--- src/rtl/psk_pkg.sv ---
// Shared definitions for the PSK transmit bit path.
//  - pn_state_e : frame sequencer state encoding (IDLE=0, PREAMBLE=1, PAYLOAD=2, GAP=3)
//  - PN tap masks and the common seed for the supported LFSR orders (4 and 5)
//  - pn_period(n) : PN sequence period 2^n-1
//  - cnt_span(a,b,c) : largest of a, b, c and 2, used to size frame counters
package psk_pkg;

  typedef enum logic [1:0] {
    ST_IDLE     = 2'd0,
    ST_PREAMBLE = 2'd1,
    ST_PAYLOAD  = 2'd2,
    ST_GAP      = 2'd3
  } pn_state_e;

  // Tap masks select the state bits XORed into the new LSB.
  // Order 5: s[4]^s[2]; order 4: s[3]^s[2].
  localparam logic [4:0] PN5_TAPS = 5'b10100;
  localparam logic [4:0] PN4_TAPS = 5'b01100;
  localparam logic [4:0] PN_SEED  = 5'b00001;

  function automatic logic [4:0] pn_taps(input int n);
    case (n)
      32'sd4:  pn_taps = PN4_TAPS;
      default: pn_taps = PN5_TAPS;
    endcase
  endfunction

  function automatic int pn_period(input int n);
    return (32'sd1 <<< n) - 32'sd1;
  endfunction

  function automatic int cnt_span(input int a, input int b, input int c);
    int m;
    m = 32'sd2;
    m = (a > m) ? a : m;
    m = (b > m) ? b : m;
    m = (c > m) ? c : m;
    return m;
  endfunction

endpackage

--- src/rtl/pn_lfsr.sv ---
// Fibonacci-style PN generator used for the frame preamble.
// Ports:
//  clk    in  system clock
//  rst    in  synchronous active-high reset, reloads the seed
//  load   in  reload the seed (wins over adv)
//  adv    in  step the register once
//  pn_bit out current output bit (MSB of the state)
// An all-zero state can never advance on its own, so it is forced back to
// the seed on the next edge whatever adv says.
module pn_lfsr
  import psk_pkg::*;
#(
  parameter int PN_N = 5
) (
  input  logic clk,
  input  logic rst,
  input  logic load,
  input  logic adv,
  output logic pn_bit
);

  localparam logic [4:0]      TAPS_FULL = pn_taps(PN_N);
  localparam logic [PN_N-1:0] TAPS      = TAPS_FULL[PN_N-1:0];
  localparam logic [PN_N-1:0] SEED      = PN_SEED[PN_N-1:0];
  localparam logic [PN_N-1:0] ZERO      = {PN_N{1'b0}};

  logic [PN_N-1:0] lfsr_r;
  logic [PN_N-1:0] lfsr_next_s;
  logic            feedback_s;

  // Next state: shift left, XOR of the tapped bits enters at bit 0.
  always_comb begin
    feedback_s  = ^(lfsr_r & TAPS);
    lfsr_next_s = {lfsr_r[PN_N-2:0], feedback_s};
  end

  // State register: seed on reset/load, lock-up recovery, then stepping.
  always_ff @(posedge clk) begin
    if (rst) begin
      lfsr_r <= SEED;
    end else if (load) begin
      lfsr_r <= SEED;
    end else if (lfsr_r == ZERO) begin
      lfsr_r <= SEED;
    end else if (adv) begin
      lfsr_r <= lfsr_next_s;
    end else begin
      lfsr_r <= lfsr_r;
    end
  end

  assign pn_bit = lfsr_r[PN_N-1];

endmodule

--- src/rtl/pn_frame_ctrl.sv ---
// Frame sequencer for the PSK transmit bit path: PN preamble, payload from
// an upstream source, then an idle gap. All bit advances happen on sym_en.
// Ports:
//  clk, rst      clock and synchronous active-high reset
//  sym_en        symbol strobe
//  start         frame request (honoured only in IDLE)
//  data_in       payload bit from upstream
//  data_valid    upstream bit available
//  data_ready    combinational, payload slot taken this cycle
//  bit_out       registered output bit
//  bit_valid     registered one-cycle pulse per emitted bit
//  is_pre        registered, marks preamble bits
//  busy          high whenever not IDLE
//  frame_done    one-cycle pulse at the end of a frame
//  underrun      one-cycle pulse for a payload slot without valid data
module pn_frame_ctrl
  import psk_pkg::*;
#(
  parameter int PN_N        = 5,
  parameter int PRE_REPS    = 2,
  parameter int PAYLOAD_LEN = 64,
  parameter int GAP_LEN     = 8
) (
  input  logic clk,
  input  logic rst,
  input  logic sym_en,
  input  logic start,
  input  logic data_in,
  input  logic data_valid,
  output logic data_ready,
  output logic bit_out,
  output logic bit_valid,
  output logic is_pre,
  output logic busy,
  output logic frame_done,
  output logic underrun
);

  localparam int PRE_LEN = PRE_REPS * pn_period(PN_N);
  localparam int CNT_W   = $clog2(cnt_span(PRE_LEN, PAYLOAD_LEN, GAP_LEN));
  localparam bit HAS_GAP = (GAP_LEN > 0);

  localparam logic [CNT_W-1:0] CNT_ZERO = {CNT_W{1'b0}};
  localparam logic [CNT_W-1:0] CNT_ONE  = CNT_W'(32'sd1);
  localparam logic [CNT_W-1:0] PRE_LAST = CNT_W'(PRE_LEN - 32'sd1);
  localparam logic [CNT_W-1:0] PAY_LAST = CNT_W'(PAYLOAD_LEN - 32'sd1);
  localparam logic [CNT_W-1:0] GAP_LAST = HAS_GAP ? CNT_W'(GAP_LEN - 32'sd1) : CNT_ZERO;

  localparam logic [1:0] S_IDLE     = ST_IDLE;
  localparam logic [1:0] S_PREAMBLE = ST_PREAMBLE;
  localparam logic [1:0] S_PAYLOAD  = ST_PAYLOAD;
  localparam logic [1:0] S_GAP      = ST_GAP;

  logic [1:0]       state_r;
  logic [CNT_W-1:0] cnt_r;
  logic             bit_out_r;
  logic             bit_valid_r;
  logic             is_pre_r;
  logic             frame_done_r;
  logic             underrun_r;
  logic             lfsr_load_s;
  logic             lfsr_adv_s;
  logic             pn_bit_s;

  // LFSR control: reseed when a frame is accepted, step once per preamble symbol.
  always_comb begin
    lfsr_load_s = 1'b0;
    lfsr_adv_s  = 1'b0;
    if (state_r == S_IDLE) begin
      lfsr_load_s = start;
    end else begin
      lfsr_load_s = 1'b0;
    end
    if (state_r == S_PREAMBLE) begin
      lfsr_adv_s = sym_en;
    end else begin
      lfsr_adv_s = 1'b0;
    end
  end

  pn_lfsr #(
    .PN_N (PN_N)
  ) u_lfsr (
    .clk    (clk),
    .rst    (rst),
    .load   (lfsr_load_s),
    .adv    (lfsr_adv_s),
    .pn_bit (pn_bit_s)
  );

  // Frame state, symbol counter and registered outputs. Pulse outputs
  // default low and are raised only in the cycle after their event.
  always_ff @(posedge clk) begin
    if (rst) begin
      state_r      <= S_IDLE;
      cnt_r        <= CNT_ZERO;
      bit_out_r    <= 1'b0;
      bit_valid_r  <= 1'b0;
      is_pre_r     <= 1'b0;
      frame_done_r <= 1'b0;
      underrun_r   <= 1'b0;
    end else begin
      bit_out_r    <= 1'b0;
      bit_valid_r  <= 1'b0;
      is_pre_r     <= 1'b0;
      frame_done_r <= 1'b0;
      underrun_r   <= 1'b0;
      case (state_r)
        S_IDLE: begin
          cnt_r <= CNT_ZERO;
          if (start) begin
            state_r <= S_PREAMBLE;
          end else begin
            state_r <= S_IDLE;
          end
        end
        S_PREAMBLE: begin
          if (sym_en) begin
            bit_out_r   <= pn_bit_s;
            bit_valid_r <= 1'b1;
            is_pre_r    <= 1'b1;
            if (cnt_r == PRE_LAST) begin
              state_r <= S_PAYLOAD;
              cnt_r   <= CNT_ZERO;
            end else begin
              cnt_r <= cnt_r + CNT_ONE;
            end
          end
        end
        S_PAYLOAD: begin
          if (sym_en) begin
            bit_valid_r <= 1'b1;
            // A missing bit still uses up its slot so frame length is fixed.
            if (data_valid) begin
              bit_out_r <= data_in;
            end else begin
              bit_out_r  <= 1'b0;
              underrun_r <= 1'b1;
            end
            if (cnt_r == PAY_LAST) begin
              cnt_r <= CNT_ZERO;
              if (HAS_GAP) begin
                state_r <= S_GAP;
              end else begin
                state_r      <= S_IDLE;
                frame_done_r <= 1'b1;
              end
            end else begin
              cnt_r <= cnt_r + CNT_ONE;
            end
          end
        end
        S_GAP: begin
          if (sym_en) begin
            if (cnt_r == GAP_LAST) begin
              state_r      <= S_IDLE;
              cnt_r        <= CNT_ZERO;
              frame_done_r <= 1'b1;
            end else begin
              cnt_r <= cnt_r + CNT_ONE;
            end
          end
        end
        default: begin
          state_r <= S_IDLE;
          cnt_r   <= CNT_ZERO;
        end
      endcase
    end
  end

  assign data_ready = (state_r == S_PAYLOAD) && sym_en;
  assign busy       = (state_r != S_IDLE);
  assign bit_out    = bit_out_r;
  assign bit_valid  = bit_valid_r;
  assign is_pre     = is_pre_r;
  assign frame_done = frame_done_r;
  assign underrun   = underrun_r;

endmodule
--- config.mk ---
export PLATFORM = sky130hd
export DESIGN_NAME = pn_frame_ctrl
export DESIGN_NICKNAME = d
export VERILOG_FILES = /design/src/rtl/psk_pkg.sv /design/src/rtl/pn_lfsr.sv /design/src/rtl/pn_frame_ctrl.sv
export SDC_FILE = /design/constraint.sdc
export NUM_CORES = 1
export LEC_CHECK = 0
export BUFFER_PORTS_ARGS = -buffer_cell sky130_fd_sc_hd__buf_2
export CORE_AREA = 2 2 47 49
export DETAILED_ROUTE_END_ITERATION = 8
export DIE_AREA = 0 0 49 51
export HOLD_SLACK_MARGIN = 0.06
export MAX_ROUTING_LAYER = met4
export PLACE_DENSITY = 0.68
export RECOVER_POWER = 25
export SLEW_MARGIN = 20
export SYNTH_ARGS = -nofsm -noshare
export SYNTH_HDL_FRONTEND = slang
export SYNTH_HIERARCHICAL = 1
export SYNTH_SLANG_ARGS = --single-unit
--- constraint.sdc ---
create_clock -name clk -period 2.19 [get_ports clk]
set_input_delay 0.3285 -clock clk [delete_from_list [all_inputs] [get_ports clk]]
set_output_delay 0.3285 -clock clk [all_outputs]
set_load 0.005 [all_outputs]
# After elaboration in Yosys (flattened, before gate mapping)
# Index checks and enable logic that the tools add are counted.
word_totals:
  word_cells: 63
  ff_bits: 18
  in_bits: 6
classes:
  n_reduce_logical: 13
  addsub: 1
  mux: 24
  eq_ne: 12
  bitwise_logic: 5
op_table:
  columns: ["cell", "n"]
  rows:
  - ["$mux W6", 6]
  - ["$pmux W6 S4", 1]
  - ["$eq A6 B6 Y1 const B", 2]
  - ["$mux W2", 6]
  - ["$ne A2 B2 Y1 const B", 5]
  - ["$mux W1", 9]
  - ["$reduce_or A3 Y1", 3]
  - ["$pmux W2 S4", 1]
  - ["$add A6 B1 Y6 const B", 1]
  - ["$eq A6 B3 Y1 const B", 1]
  - ["$reduce_and A6 Y1", 1]
  - ["$reduce_or A2 Y1", 3]
  - ["$logic_not A5 Y1", 1]
  - ["$not A1 Y1", 5]
  - ["$reduce_xor A5 Y1", 1]
  - ["$eq A2 B2 Y1 const B", 2]
  - ["$reduce_and A3 Y1", 1]
  - ["$eq A2 B1 Y1 const B", 1]
  - ["$logic_not A2 Y1", 1]
  - ["$ne A2 B1 Y1 const B", 1]
  - ["$pmux W1 S2", 1]
  - ["$reduce_bool A2 Y1", 1]
  - ["$logic_and A1 B1 Y1", 1]

# Longest topological paths before layout
logic_depth:
  ltp_word: 4
  depth_mapped: 7
  depth_no_buf: 6

# Modules after synthesis
# Netlist, hierarchy kept.
by_module_without_submodules:
  columns: ["module", "cells_each", "n_inst", "area_per_inst_um2", "seq_area_each_um2"]
  rows:
  - ["pn_frame_ctrl", 78, 1, 728.2, 260.2]
  - ["pn_lfsr", 21, 1, 206.4, 100.1]

# Worst setup path after synthesis
# No wires, ideal clock.
synth_path:
  kind: "reg-to-reg"
  start: "reg state_r[0]"
  end: "reg state_r[0]"
  path_stages_with_launch: 8
  t_arrival_ns: 1.726
  slack_ns: 0.343
  setup_ns: 0.121
  path_cell_list: "dfxtp_1 -> inv_1 -> ha_1 -> nor3_4 -> or2_4 -> and4_4 -> buf_6 -> mux2_4"
synth_via:
  elab_chain_cells: 3
synth_rtl:
  columns: ["item", "line_no", "rtl"]
  rows:
  - ["start: declaration", "pn_frame_ctrl.sv:54", "logic [1:0] state_r;"]
  - ["start signal: assignment", "pn_frame_ctrl.sv:95", "state_r <= S_IDLE;"]
  - ["start signal: assignment", "pn_frame_ctrl.sv:112", "state_r <= S_PREAMBLE;"]
  - ["start signal: assignment", "pn_frame_ctrl.sv:114", "state_r <= S_IDLE;"]
  - ["$eq A2 B2 Y1 / $eq A2 B1 Y1 (equally long branches)", "pn_frame_ctrl.sv:108", "case (state_r)"]
  - ["$ne A2 B2 Y1 (no line) / $ne A2 B1 Y1 (equally long branches)", null, null]
  - ["$reduce_and A6 Y1 (no line)", null, null]
# Several ways; a longest one is shown, not always the timed one.
# A chain may end at the register's enable or synchronous reset.

# Final worst setup path
# Same ends and word-level chain as after synthesis.

==> flow_summary.toml <==
[status]
outcome = "finished clean"

[clock_network]
cts_buffer_depth = 2
cts-root-buf = "clkbuf_4"
clk_pin_slew_ns = 0.10
postCtsSetupRepairBufs = 0
cts_resized = 0
postCtsHoldBufs = 0
cts_inserted_buffers = 3
clk_latency_ns = 0.30
tritoncts = "done"
cts_sinks = 18
htree_levels = 1

[global_route]
grt_first_pass_wirelength_um = 3040
grt_use_total_pct = 16.7
grt_start_max_net_pins = 12
antenna_found_initial = 0
overflow = 0
grt_pass1_vias = 695

[route]
wirelength_um = 1750
drc = 0
top_layer_used = "met4"
met1_length_um = 798
route.vias.total = 732
firstDrtPassIters = 4
vias_per_cell = 5.23
post_drt_wl_per_cell_um = 12.5
postRouteAntennaNets = 0
drtIter0Drc = 17
routed-wl-met3_um = 98
met2_wirelength_um = 826

[timing]
fin_crit_ns = 2.01
hold_viol = 0
finalClockSkew_ns = 0.00117
rsz0062_at_grt = "false"
fin_setup_tns_ns = 0
setup_ws_ns = 0.179
relSlewSlack_pct = 80.6
drv_slew = 0
fmax_mhz = 497
min_period_over_period_pct = 91.8
worst_pin_slew_ns = 0.288
fin_hold_ws_ns = 0.308
setup_violations = 0

[placed_design]
numPlacedInstances = 136
io_buffers = 12
dp_slack_ns = 0.212
place_congestion = 0.886
dp_hpwl_um = 1260

[yosys]
synthArstFlopShare_pct = 0
ys_types = 32
synth.cell_area_um2 = 935
ys_ff_latch = 18
yosysSeqAreaShare_pct = 38.6
synth_ff_type = "dfxtp_1"
synth-edff-count = 0
ys_warn_count = 6
synth_fp_nets = 112
synth_area_per_cell_um2 = 9.44
synthCells = 99

[critical_path]
slowest_delay_ns = 0.38
slowest_stage = "dfxtp_1"
critPathMaxFanout = 8
path_class = "reg2reg"
cp-start-kind = "flip-flop"
crit_arrival_ns = 2.21
critPathRequiredTime_ns = 2.39
crit_path_end_kind = "flip-flop"
path_cells = "inv_1, ha_1, nor3_4, or2_4, and4_4, mux2_4"

[floorplan]
die_w_um = 49
io-pin-count = 13
initial_core_util_pct = 45.3
die_h_um = 51
core_mm2 = 0.00206
die-area_mm2 = 0.00250
fp-row-count = 17

[pwr]
vdd_drop_max_mv = 0.376
p_seq_share_pct = 43.3
power_switching_w = 0.000288
p_per_area_mw_per_mm2 = 838
p_sw_share_pct = 32.9
leakagePower_nw = 0.423
power_frac_clock_pct = 23.5
comb_power_share_pct = 33.1
p_int_w = 0.000589

[finish]
diodes = 0
syn2layout_area_growth_pct = 11.9
drive_gt1_share_pct = 17.9
final_core_util_pct = 50.7
nets = 126
stdcell_count = 140
fillers = 199

[worst_hold_path]
hold_class = "in2reg"

[flow_run]
cap_violations = 0
## power by group through the flow
stage | logic (W) | registers, W | clock network [W]
floorplan | 0.000242 | 0.000384 | 0
global placement | 0.000276 | 0.000386 | 0
detailed placement | 0.000282 | 0.000387 | 0
CTS | 0.000291 | 0.000380 | 0.000208
global route | 0.000323 | 0.000387 | 0.000222
finish | 0.000291 | 0.000380 | 0.000206
## cells by family after synthesis
| logic type | count (synthesis) | synth area share, % |
|---|---|---|
| AO/OA/AOI/OAI | 15 | 10.7 |
| multiplexers | 7 | 8.03 |
| AND/OR/NAND/NOR | 40 | 25.0 |
| buffers and inverters | 7 | 3.61 |
| adder cells (fa/ha/maj) | 7 | 9.37 |
| XOR/XNOR | 5 | 4.69 |
| flip-flops | 18 | 38.6 |
## registers in the layout, indices dropped and copies added, names as in the netlist
register	count
cnt_r	6
is_pre	1
bit_valid	1
state_r	2
frame_done	1
underrun	1
u_lfsr/lfsr_r	5
bit_out	1
## critical path, delay by kind of cell, from the launching register on
family	cells	cell delay, ns
AND/OR/NAND/NOR	3	0.81
flip-flops	1	0.38
adder cells (fa/ha/maj)	1	0.31
multiplexers	1	0.30
buffers and inverters	1	0.10
## layer usage
layer	vias up	global-route usage, %
met5	-	-
met2	19	27.6
li1	370	-
met3	4	4.09
met4	0	9.52
met1	339	18.6
## area by class of cell
type / instances / area [um2] / area share [%]
clock buffer: 4 / 36.3 / 3.47
inverter: 4 / 15.0 / 1.44
multi-input combinational: 74 / 541 / 51.7
sequential: 18 / 360 / 34.4
tap: 28 / 35.0 / 3.35
timing repair buffer: 12 / 58.8 / 5.62
## worst paths after layout
path | depth (start not counted) | slack [ns] | end | start
max | 6 | 0.18 | state_r[0] | state_r[0]
min | 3 | 0.31 | bit_out | data_in
max reg2reg | 6 | 0.18 | state_r[0] | state_r[0]
min reg2reg | 2 | 0.54 | cnt_r[2] | cnt_r[2]
## cells in the final DEF, fill, tap and decap left out, types with 2 or more instances in the layout
cell       netlist  layout
a21oi_1          2       2
nand3_1          2       2
nand2b_1         4       4
ha_1             7       7
nor2b_1          2       2
dfxtp_1         18      18
mux2i_1          6       6
xor2_1           3       3
and2_1           5       5
and3_1           2       2
inv_1            4       4
xnor2_1          2       2
nor2_1           7       7
nand2_1          3       3
o2111ai_1        2       2
nor3_1           8       8
o21ai_0          6       6
buf_2            0      11
clkbuf_4         0       3
## synth_stat cells (2+ instances only)
| cell type | n | area, um2 |
|---|---|---|
| dfxtp_1 | 18 | 360 |
| nor3_1 | 8 | 40.0 |
| ha_1 | 7 | 87.6 |
| nor2_1 | 7 | 26.3 |
| mux2i_1 | 6 | 60.1 |
| o21ai_0 | 6 | 30.0 |
| and2_1 | 5 | 31.3 |
| inv_1 | 4 | 15.0 |
| nand2b_1 | 4 | 25.0 |
| nand2_1 | 3 | 11.3 |
| xor2_1 | 3 | 26.3 |
| a21oi_1 | 2 | 10.0 |
| and3_1 | 2 | 12.5 |
| clkbuf_1 | 2 | 7.51 |
| nand3_1 | 2 | 10.0 |
| nor2b_1 | 2 | 12.5 |
| o2111ai_1 | 2 | 17.5 |
| xnor2_1 | 2 | 17.5 |
## per-stage QoR
step / cell area (um2) / total power, W
after CTS: 1050 / 0.000879
after global placement: 1010 / 0.000662
after floorplan: 935 / 0.000626
final: 1050 / 0.000877
after global routing: 1050 / 0.000932
after detailed placement: 1010 / 0.000669
(Power assumes the default switching activity.)
